[src/rtl/mem_port_arbiter.sv]
// Fetch/data arbiter in front of a single-port byte memory: fixed data priority with a fetch starvation guard.
// Define ARB_STATS_EN to add the stat_conflicts / stat_starve_wins / stat_errors counters.
module mem_port_arbiter #(
  parameter int STARVE_MAX = 4,
  parameter int ADDR_W     = 32
) (
  input  logic              clk,
  input  logic              rst_n,
  input  logic              if_req,
  input  logic [ADDR_W-1:0] if_addr,
  output logic              if_gnt,
  output logic              if_rvalid,
  output logic [31:0]       if_rdata,
  input  logic              d_req,
  input  logic              d_we,
  input  logic [2:0]        d_funct3,
  input  logic [ADDR_W-1:0] d_addr,
  input  logic [31:0]       d_wdata,
  output logic              d_gnt,
  output logic              d_rvalid,
  output logic [31:0]       d_rdata,
  output logic              d_err,
  output logic              mem_read,
  output logic              mem_write,
  output logic [2:0]        mem_funct3,
  output logic [ADDR_W-1:0] mem_addr,
  output logic [31:0]       mem_wdata,
`ifdef ARB_STATS_EN
  output logic [31:0]       stat_conflicts,
  output logic [31:0]       stat_starve_wins,
  output logic [15:0]       stat_errors,
`endif
  input  logic [31:0]       mem_data
);

  localparam int CW = 4;

  typedef enum logic [1:0] {OWN_NONE, OWN_IF, OWN_D} owner_e;

  typedef struct packed {
    owner_e owner;
    logic   err;
    logic   we;
  } iss_t;

  logic [CW-1:0] starve_cnt;
  logic          starve_hit;
  logic          d_bad;
  iss_t          iss;

  assign starve_hit = (starve_cnt == CW'(STARVE_MAX));

  // Data wins a conflict unless fetch has already lost STARVE_MAX cycles in a row.
  always_comb begin
    if_gnt = 1'b0;
    d_gnt  = 1'b0;
    if (d_req && !(if_req && starve_hit)) d_gnt  = 1'b1;
    else if (if_req)                      if_gnt = 1'b1;
  end

  always_ff @(posedge clk or negedge rst_n) begin
    if (!rst_n)                 starve_cnt <= '0;
    else if (if_req && !if_gnt) starve_cnt <= starve_hit ? starve_cnt : starve_cnt + CW'(1);
    else                        starve_cnt <= '0;
  end

  // Misalignment and illegal size/sign encodings; stores have no unsigned forms.
  always_comb begin
    d_bad = 1'b0;
    case (d_funct3)
      3'b000:         d_bad = 1'b0;
      3'b001:         d_bad = d_addr[0];
      3'b010:         d_bad = |d_addr[1:0];
      3'b100:         d_bad = d_we;
      3'b101:         d_bad = d_we | d_addr[0];
      default:        d_bad = 1'b1;
    endcase
  end

  // Issue stage: drives the memory port for exactly one cycle per grant.
  always_ff @(posedge clk or negedge rst_n) begin
    if (!rst_n) begin
      iss        <= '{owner: OWN_NONE, err: 1'b0, we: 1'b0};
      mem_read   <= 1'b0;
      mem_write  <= 1'b0;
      mem_funct3 <= '0;
      mem_addr   <= '0;
      mem_wdata  <= '0;
    end else begin
      iss       <= '{owner: OWN_NONE, err: 1'b0, we: 1'b0};
      mem_read  <= 1'b0;
      mem_write <= 1'b0;
      if (if_gnt) begin
        iss.owner  <= OWN_IF;
        mem_read   <= 1'b1;
        mem_funct3 <= 3'b010;
        mem_addr   <= if_addr;
      end else if (d_gnt) begin
        iss        <= '{owner: OWN_D, err: d_bad, we: d_we};
        mem_funct3 <= d_funct3;
        mem_addr   <= d_addr;
        if (!d_bad) begin
          if (d_we) begin
            mem_write <= 1'b1;
            mem_wdata <= d_wdata;
          end else begin
            mem_read  <= 1'b1;
          end
        end
      end
    end
  end

  // Response stage: capture mem_data at the edge that closes the issue cycle.
  always_ff @(posedge clk or negedge rst_n) begin
    if (!rst_n) begin
      if_rvalid <= 1'b0;
      if_rdata  <= '0;
      d_rvalid  <= 1'b0;
      d_rdata   <= '0;
      d_err     <= 1'b0;
    end else begin
      if_rvalid <= 1'b0;
      d_rvalid  <= 1'b0;
      d_err     <= 1'b0;
      case (iss.owner)
        OWN_IF: begin
          if_rvalid <= 1'b1;
          if_rdata  <= mem_data;
        end
        OWN_D: begin
          d_rvalid <= 1'b1;
          d_err    <= iss.err;
          d_rdata  <= (iss.err || iss.we) ? 32'h0 : mem_data;
        end
        default: ;
      endcase
    end
  end

`ifdef ARB_STATS_EN
  always_ff @(posedge clk or negedge rst_n) begin
    if (!rst_n) begin
      stat_conflicts   <= '0;
      stat_starve_wins <= '0;
      stat_errors      <= '0;
    end else begin
      if (if_req && d_req)               stat_conflicts   <= stat_conflicts + 32'd1;
      if (if_req && d_req && starve_hit) stat_starve_wins <= stat_starve_wins + 32'd1;
      if (iss.owner == OWN_D && iss.err) stat_errors      <= stat_errors + 16'd1;
    end
  end
`endif

endmodule

[config.mk]
export PLATFORM = sky130hd
export DESIGN_NAME = mem_port_arbiter
export DESIGN_NICKNAME = d
export VERILOG_FILES = /design/src/rtl/mem_port_arbiter.sv
export SDC_FILE = /design/constraint.sdc
export NUM_CORES = 1
export LEC_CHECK = 0
export CORE_UTILIZATION = 35
export CTS_CLUSTER_SIZE = 25
export DETAILED_ROUTE_END_ITERATION = 8
export PLACE_DENSITY = 0.75
export SLEW_MARGIN = 20
export SYNTH_ARGS = -nofsm -noshare
export SYNTH_HDL_FRONTEND = slang
export SYNTH_SLANG_ARGS = --single-unit
[constraint.sdc]
create_clock -name clk -period 2.16 [get_ports clk]
set_input_delay 0.54 -clock clk [delete_from_list [all_inputs] [get_ports clk]]
set_output_delay 0.54 -clock clk [all_outputs]
set_load 0.01 [all_outputs]
==> flow_summary.json, run 1 <==
{
  "status": "finished clean",
  "highest_layer": "met4",
  "cts-root-buf": "clkbuf_16",
  "grt_pass1_wl_um": 24630,
  "drc": 0,
  "grt_use_total": 0.1961,
  "synth_cell_types": 29,
  "fp.dieH_um": 128.9,
  "synth_area_sq_mm": 0.005640,
  "path_clk_slew_ns": 0.06,
  "insertion_delay_ns": 0.42,
  "max_stage_delay_ns": 0.56,
  "finalClockSkew_ns": 0.005567,
  "critPathMaxFanout": 17,
  "r2r_cells": 7,
  "fmax_ghz": 0.4645,
  "p_leak_nw": 4.117,
  "cts_max_level": 4,
  "crit_path_end_kind": "flip-flop",
  "gr-total-overflow": 0,
  "maxSlewViolCount": 0,
  "ys_seq_area_frac": 0.6389,
  "crit_path_top_delay_cell": "or4_4",
  "timing.slew.headroom": 0.6788,
  "port_buffers": 273,
  "start_util": 0.3564,
  "fill_cells": 1192,
  "period_share": 0.9967,
  "fp.dieW_um": 128.9,
  "crit_cells": 6,
  "crit_required_ns": 2.46,
  "synth_top_area_frac": 0.6389,
  "dpl-instance-area_sq_mm": 0.008713,
  "wl_met3_um": 1216,
  "numCtsBuffers": 17,
  "routed-wl-met2_um": 7885,
  "synth_warnings": 0,
  "final_layout_size_suffix_gt1_frac": 0.1879,
  "synth_area_per_cell_sq_um": 13.93,
  "powerDensity_mw_per_mm2": 913.6,
  "postCtsHoldBufs": 0,
  "synth_area_leaders": "dfrtp_1 (64%), mux2_2 (13%), mux2i_1 (5.7%)",
  "utilization": 0.5985,
  "setup_viol": 0,
  "grt_pass1_vias": 4753,
  "area_delta_synth_final_pct": 67.95,
  "cp-start-kind": "input pin",
  "ios": 274,
  "syn_nets": 543,
  "crit_type": "in -> reg",
  "grt_start_max_net_pins": 53,
  "peakVddDrop_uv": 529.2,
  "rsz0062_at_grt": "yes",
  "synth.largest_area_cell": "dfrtp_1",
  "routed-via-count": 4497,
  "syn_inst": 405,
  "path_cells": "clkdlybuf4s50_1, or4_4, a211oi_4, buf_6, buf_12, mux2_2",
  "dp.final_hpwl_um": 11360,
  "wire_per_inst_um": 17.05,
  "maxCapViolCount": 0,
  "hp-class": "in -> async",
  "cpLargestDelayFamily": "buffers and inverters",
  "rows": 46,
  "viasPerCell": 4.867,
  "design_area_sq_mm": 0.009473,
  "die_area_sq_mm": 0.01663,
  "gp_congestion": 0.8633,
  "max_slew.worst_pin.slew_ns": 0.4817,
  "cts_sinks": 144,
  "core_sq_mm": 0.01583,
  "cts_buffer_depth": 2,
  "antenna_found_initial": 0,
  "firstDrtPassIters": 4,
  "nets": 834,
  "min_period_ns": 2.153,
  "final-seq-area_sq_mm": 0.003603,
  "drt_iter0_drc": 143,
  "tritoncts": "done",
  "drt-met1-wl_um": 6282,
  "diodes": 0,
  "wl_um": 15750,
  "multi_input_area_sq_mm": 0.001889,
  "ys_ff_latch": 144,
  "arrival_ns": 2.45,
  "drtAntennaViolNets": 0,
  "path_buf_inv": 3,
  "finalHoldViolations": 0
}
[layer usage]
layer  vias up  track usage
li1       2044            -
met1      2214       0.2284
met2       213       0.3342
met3        26      0.05946
met4         0      0.08651
met5         -            0
[kinds of logic (layout without fill, tap and decap cells)]
family,after synthesis,after routing,synth area share
AO/OA/AOI/OAI,70,70,0.08851
XOR/XNOR,2,2,0.003106
adder cells (fa/ha/maj),2,2,0.004436
buffers and inverters,36,339,0.02839
flip-flops,144,144,0.6389
multiplexers,96,96,0.1846
AND/OR/NAND/NOR,55,55,0.05213
[metrics by stage]
step                hold WS, ns  total power [mW]  worst slack, ns  instances  setup TNS, ns
global placement         0.4863             5.262          -0.3923        887         -12.92
CTS                     0.06168             8.743        0.0005405        920              0
floorplan                0.2444             4.011          0.05648        405              0
detailed placement       0.4900             5.326          -0.4627        887         -14.62
global route            0.08231             9.036         -0.02005        924        -0.1669
finish                  0.05709             8.654         0.007223        924              0
[state kept, by name (all words and copies together), names as in the netlist]
register,cells
d_rdata,32
if_rdata,32
mem_addr,32
mem_wdata,32
iss,4
starve_cnt,4
mem_funct3,3
d_err,1
d_rvalid,1
if_rvalid,1
mem_read,1
mem_write,1
[what timing repair did]
action | CTS | global route
gates cloned | 0 | 1
pin swaps | 2 | 5
buffers inserted | 2 | 3
gates resized for setup | 11 | 6
endpoints found under the setup margin | 10 | 33
[final timing paths]
kind,start,endpoint,slack [ns]
worst max register to register,starve_cnt[1],mem_wdata[11],0.32
min in group clk,d_rdata[20],d_rdata[20],0.50
worst max-delay path,d_addr[1],mem_wdata[11],0.007
worst min register to register,d_rdata[20],d_rdata[20],0.50
worst min-delay path,rst_n,mem_addr[10],0.06
max in group asynchronous,rst_n,mem_addr[3],1.43
[synthesized netlist by cell type, drive strengths merged]
library cell	count
buf	6
clkbuf	23
a21oi	1
nor2	5
mux2i	32
nand4b	1
xor2	1
dfrtp	144
and4b	1
nor3b	3
or4	1
clkinv	1
nand2b	2
and2	2
a21o	2
a221o	1
mux2	64
nor3	2
a22o	33
inv	6
nand2	3
nand3	34
xnor2	1
a211oi	1
ha	2
and3	1
o21ai	32
[power breakdown]
part / leakage (nW) / switching [mW] / total [mW] / internal (mW)
Clock: 0.333 / 1.10 / 3.38 / 2.29
Combinational: 2.02 / 0.712 / 1.94 / 1.23
Sequential: 1.76 / 0.221 / 3.33 / 3.11
Total: 4.12 / 2.03 / 8.65 / 6.62
[worst reg2reg max path, delay by kind of cell (launching register included)]
kind	cells	cell delay, ns
flip-flops	1	0.35
multiplexers	1	0.36
adder cells (fa/ha/maj)	1	0.18
AND/OR/NAND/NOR	1	0.24
AO/OA/AOI/OAI	1	0.22
buffers and inverters	3	0.36
[layout by cell type (no fill, tap or decap), types with 2 or more instances in the layout]
master | synthesis | final
nand2_1 | 3 | 2
buf_2 | 2 | 2
o21ai_0 | 32 | 32
clkinv_2 | 0 | 2
nand3_1 | 34 | 34
bufinv_16 | 0 | 6
clkdlybuf4s50_1 | 0 | 268
dfrtp_1 | 144 | 144
buf_4 | 0 | 22
buf_6 | 3 | 4
nor3b_1 | 3 | 3
a21o_1 | 2 | 2
mux2_2 | 64 | 64
nor2_1 | 5 | 5
mux2i_1 | 32 | 32
inv_1 | 6 | 6
nand2b_1 | 2 | 2
clkbuf_8 | 0 | 4
a22o_1 | 33 | 33
clkbuf_16 | 0 | 18
buf_12 | 0 | 3
[final cells by class]
cell class              instances  share of cell area
clock buffers                  22             0.05112
clock inverters                 9             0.02127
inverters                       7            0.002906
multi-input cells             225              0.1994
flip-flops and latches        144              0.3804
well taps                     216             0.02853
repair buffers                301              0.3163
No activity file was read; power rests on OpenSTA's default activity.
==> run 2: changes to the inputs <==
--- a/config.mk
+++ b/config.mk
@@ -9,7 +9,7 @@
 export CTS_CLUSTER_SIZE = 25
 export DETAILED_ROUTE_END_ITERATION = 8
 export PLACE_DENSITY = 0.75
-export SLEW_MARGIN = 20
+export SLEW_MARGIN = 25
 export SYNTH_ARGS = -nofsm -noshare
 export SYNTH_HDL_FRONTEND = slang
 export SYNTH_SLANG_ARGS = --single-unit
==> results of run 2 <==
The final DEF is identical to that of run 1; final timing and power are the same.
==> run 3: changes to the inputs <==
--- a/config.mk
+++ b/config.mk
@@ -5,6 +5,8 @@
 export SDC_FILE = /design/constraint.sdc
 export NUM_CORES = 1
 export LEC_CHECK = 0
+export CAP_MARGIN = 20
+export CORE_ASPECT_RATIO = 1.1
 export CORE_UTILIZATION = 35
 export CTS_CLUSTER_SIZE = 25
 export DETAILED_ROUTE_END_ITERATION = 8
==> flow_summary.json, run 3 (synthesis gave the netlist of run 1 again) <==
{
  "status": "finished clean",
  "finalClockSkew_ns": 0.008859,
  "drtAntennaViolNets": 0,
  "path_clk_slew_ns": 0.06,
  "crit_path_top_delay_cell": "dfrtp_1",
  "maxSlewViolCount": 0,
  "crit_type": "reg -> out",
  "layout_commonest_cell": "clkdlybuf4s50_1",
  "firstDrtPassIters": 7,
  "max_slew.worst_pin.slew_ns": 0.4961,
  "maxCapViolCount": 0,
  "p_leak_nw": 4.117,
  "dp.final_hpwl_um": 11600,
  "period_share": 0.9740,
  "fp.dieW_um": 123.0,
  "most-common-layout-cells": "clkdlybuf4s50_1 (266), dfrtp_1 (144), mux2_2 (64), nand3_1 (34), a22o_1 (33)",
  "nets": 835,
  "max_stage_delay_ns": 0.40,
  "start_util": 0.3585,
  "cts_max_level": 4,
  "fp.dieH_um": 135.1,
  "cp-start-kind": "flip-flop",
  "power_mw": 8.329,
  "fmax_ghz": 0.4753,
  "critPathMaxFanout": 3,
  "crit_required_ns": 1.62,
  "grt_start_max_net_pins": 52,
  "crit_start": "starve_cnt[1]",
  "cts_buffer_depth": 2,
  "wire_per_inst_um": 18.08,
  "place_inst": 872,
  "grt_pass1_vias": 4804,
  "cts-root-buf": "clkbuf_16",
  "postCtsHoldBufs": 0,
  "viasPerCell": 4.911,
  "gr-total-overflow": 0,
  "rows": 48,
  "antenna_found_initial": 0,
  "gp_congestion": 0.7878,
  "drt_iter0_drc": 163,
  "routed-via-count": 4469,
  "tritoncts": "done",
  "final-seq-area_sq_mm": 0.003603,
  "area_delta_synth_final_pct": 67.01,
  "grt_use_total": 0.1995,
  "core_sq_mm": 0.01574,
  "wl_um": 16450,
  "fin_cells": 910,
  "hp-class": "in -> async",
  "dpl-instance-area_sq_mm": 0.008691,
  "timing.slew.headroom": 0.6693,
  "path_cells": "inv_2, ha_4, nand4b_1, nand2_2, and2_4, buf_6",
  "grt_pass1_wl_um": 24980,
  "die_area_sq_mm": 0.01663,
  "min_period_ns": 2.104,
  "fill_cells": 1224,
  "port_buffers": 273,
  "crit_path_end_kind": "output port",
  "design_area_sq_mm": 0.009420,
  "setup_viol": 0,
  "diodes": 0,
  "insertion_delay_ns": 0.42,
  "final_layout_size_suffix_gt1_frac": 0.1915,
  "peakVddDrop_uv": 528.6,
  "arrival_ns": 1.56,
  "ios": 274,
  "multi_input_area_sq_mm": 0.001902,
  "numCtsBuffers": 17,
  "rsz0062_at_grt": "yes",
  "timing.rr.start": "starve_cnt[1]",
  "powerDensity_mw_per_mm2": 884.2,
  "drc": 0,
  "cts_sinks": 144,
  "finalHoldViolations": 0
}
## run 3: changes by cell type in the layout (fill, tap and decap cells not counted), sizes merged
cell and delta:
bufinv -3, clkinv +2, clkbuf +2, dlymetal6s2s +3, clkdlybuf4s50 -2, clkinvlp +1
dlygate4sd2 -1
## run 3: timing repair
item / 4_1_cts / 5_1_grt
gates resized for setup: 11 / 10
pin swaps: 2 / 3
endpoints found under the setup margin: 2 / 34
buffers inserted: 0 / 3
cloned: 0 / 3
## run 3: layer usage
layer  part of all wire  GRT usage
met1               0.39     0.2252
met2               0.51     0.3474
met3              0.080    0.07071
met4              0.017    0.06760
met5                  0          0
## run 3: worst paths after layout
check	end	slack [ns]	cells after the start
min	d_rdata[4]	0.08	1
min in group clk	d_rdata[0]	0.50	1
max reg2reg	mem_wdata[1]	0.28	7
max in group asynchronous	mem_wdata[25]	1.46	2
min reg2reg	d_rdata[0]	0.50	1
max	if_gnt	0.06	6
## run 3: area by class of cell
cell class,count,area share
inverter,7,0.002789
tap,200,0.02656
multi-input combinational,225,0.2019
clock inverter,9,0.01368
clock buffer,23,0.05180
timing repair buffer,302,0.3208
sequential,144,0.3825
## run 3: metrics by stage
step	setup TNS (ns)	hold slack, ns	setup slack (ns)	util
global route	-0.09719	0.09848	-0.05077	0.5987
global placement	-12.40	0.4873	-0.3782	0.5523
CTS	-0.01322	0.07743	-0.01322	0.5914
floorplan	0	0.2444	0.05648	-
detailed placement	-13.26	0.4899	-0.4171	0.5523
finish	0	0.07511	0.05618	0.5987
## run 3: report_power, final
| group | switching [mW] | internal [mW] | leakage, nW | total [mW] |
|---|---|---|---|---|
| registers | 0.228 | 3.11 | 1.76 | 3.33 |
| clock network | 1.10 | 1.94 | 0.300 | 3.04 |
| logic | 0.718 | 1.24 | 2.05 | 1.95 |
## run 3: critical path, delay by kind of cell, from the launching register on
kind	cells	cell delay [ns]
AND/OR/NAND/NOR	3	0.45
adder cells (fa/ha/maj)	1	0.12
buffers and inverters	2	0.18
flip-flops	1	0.40
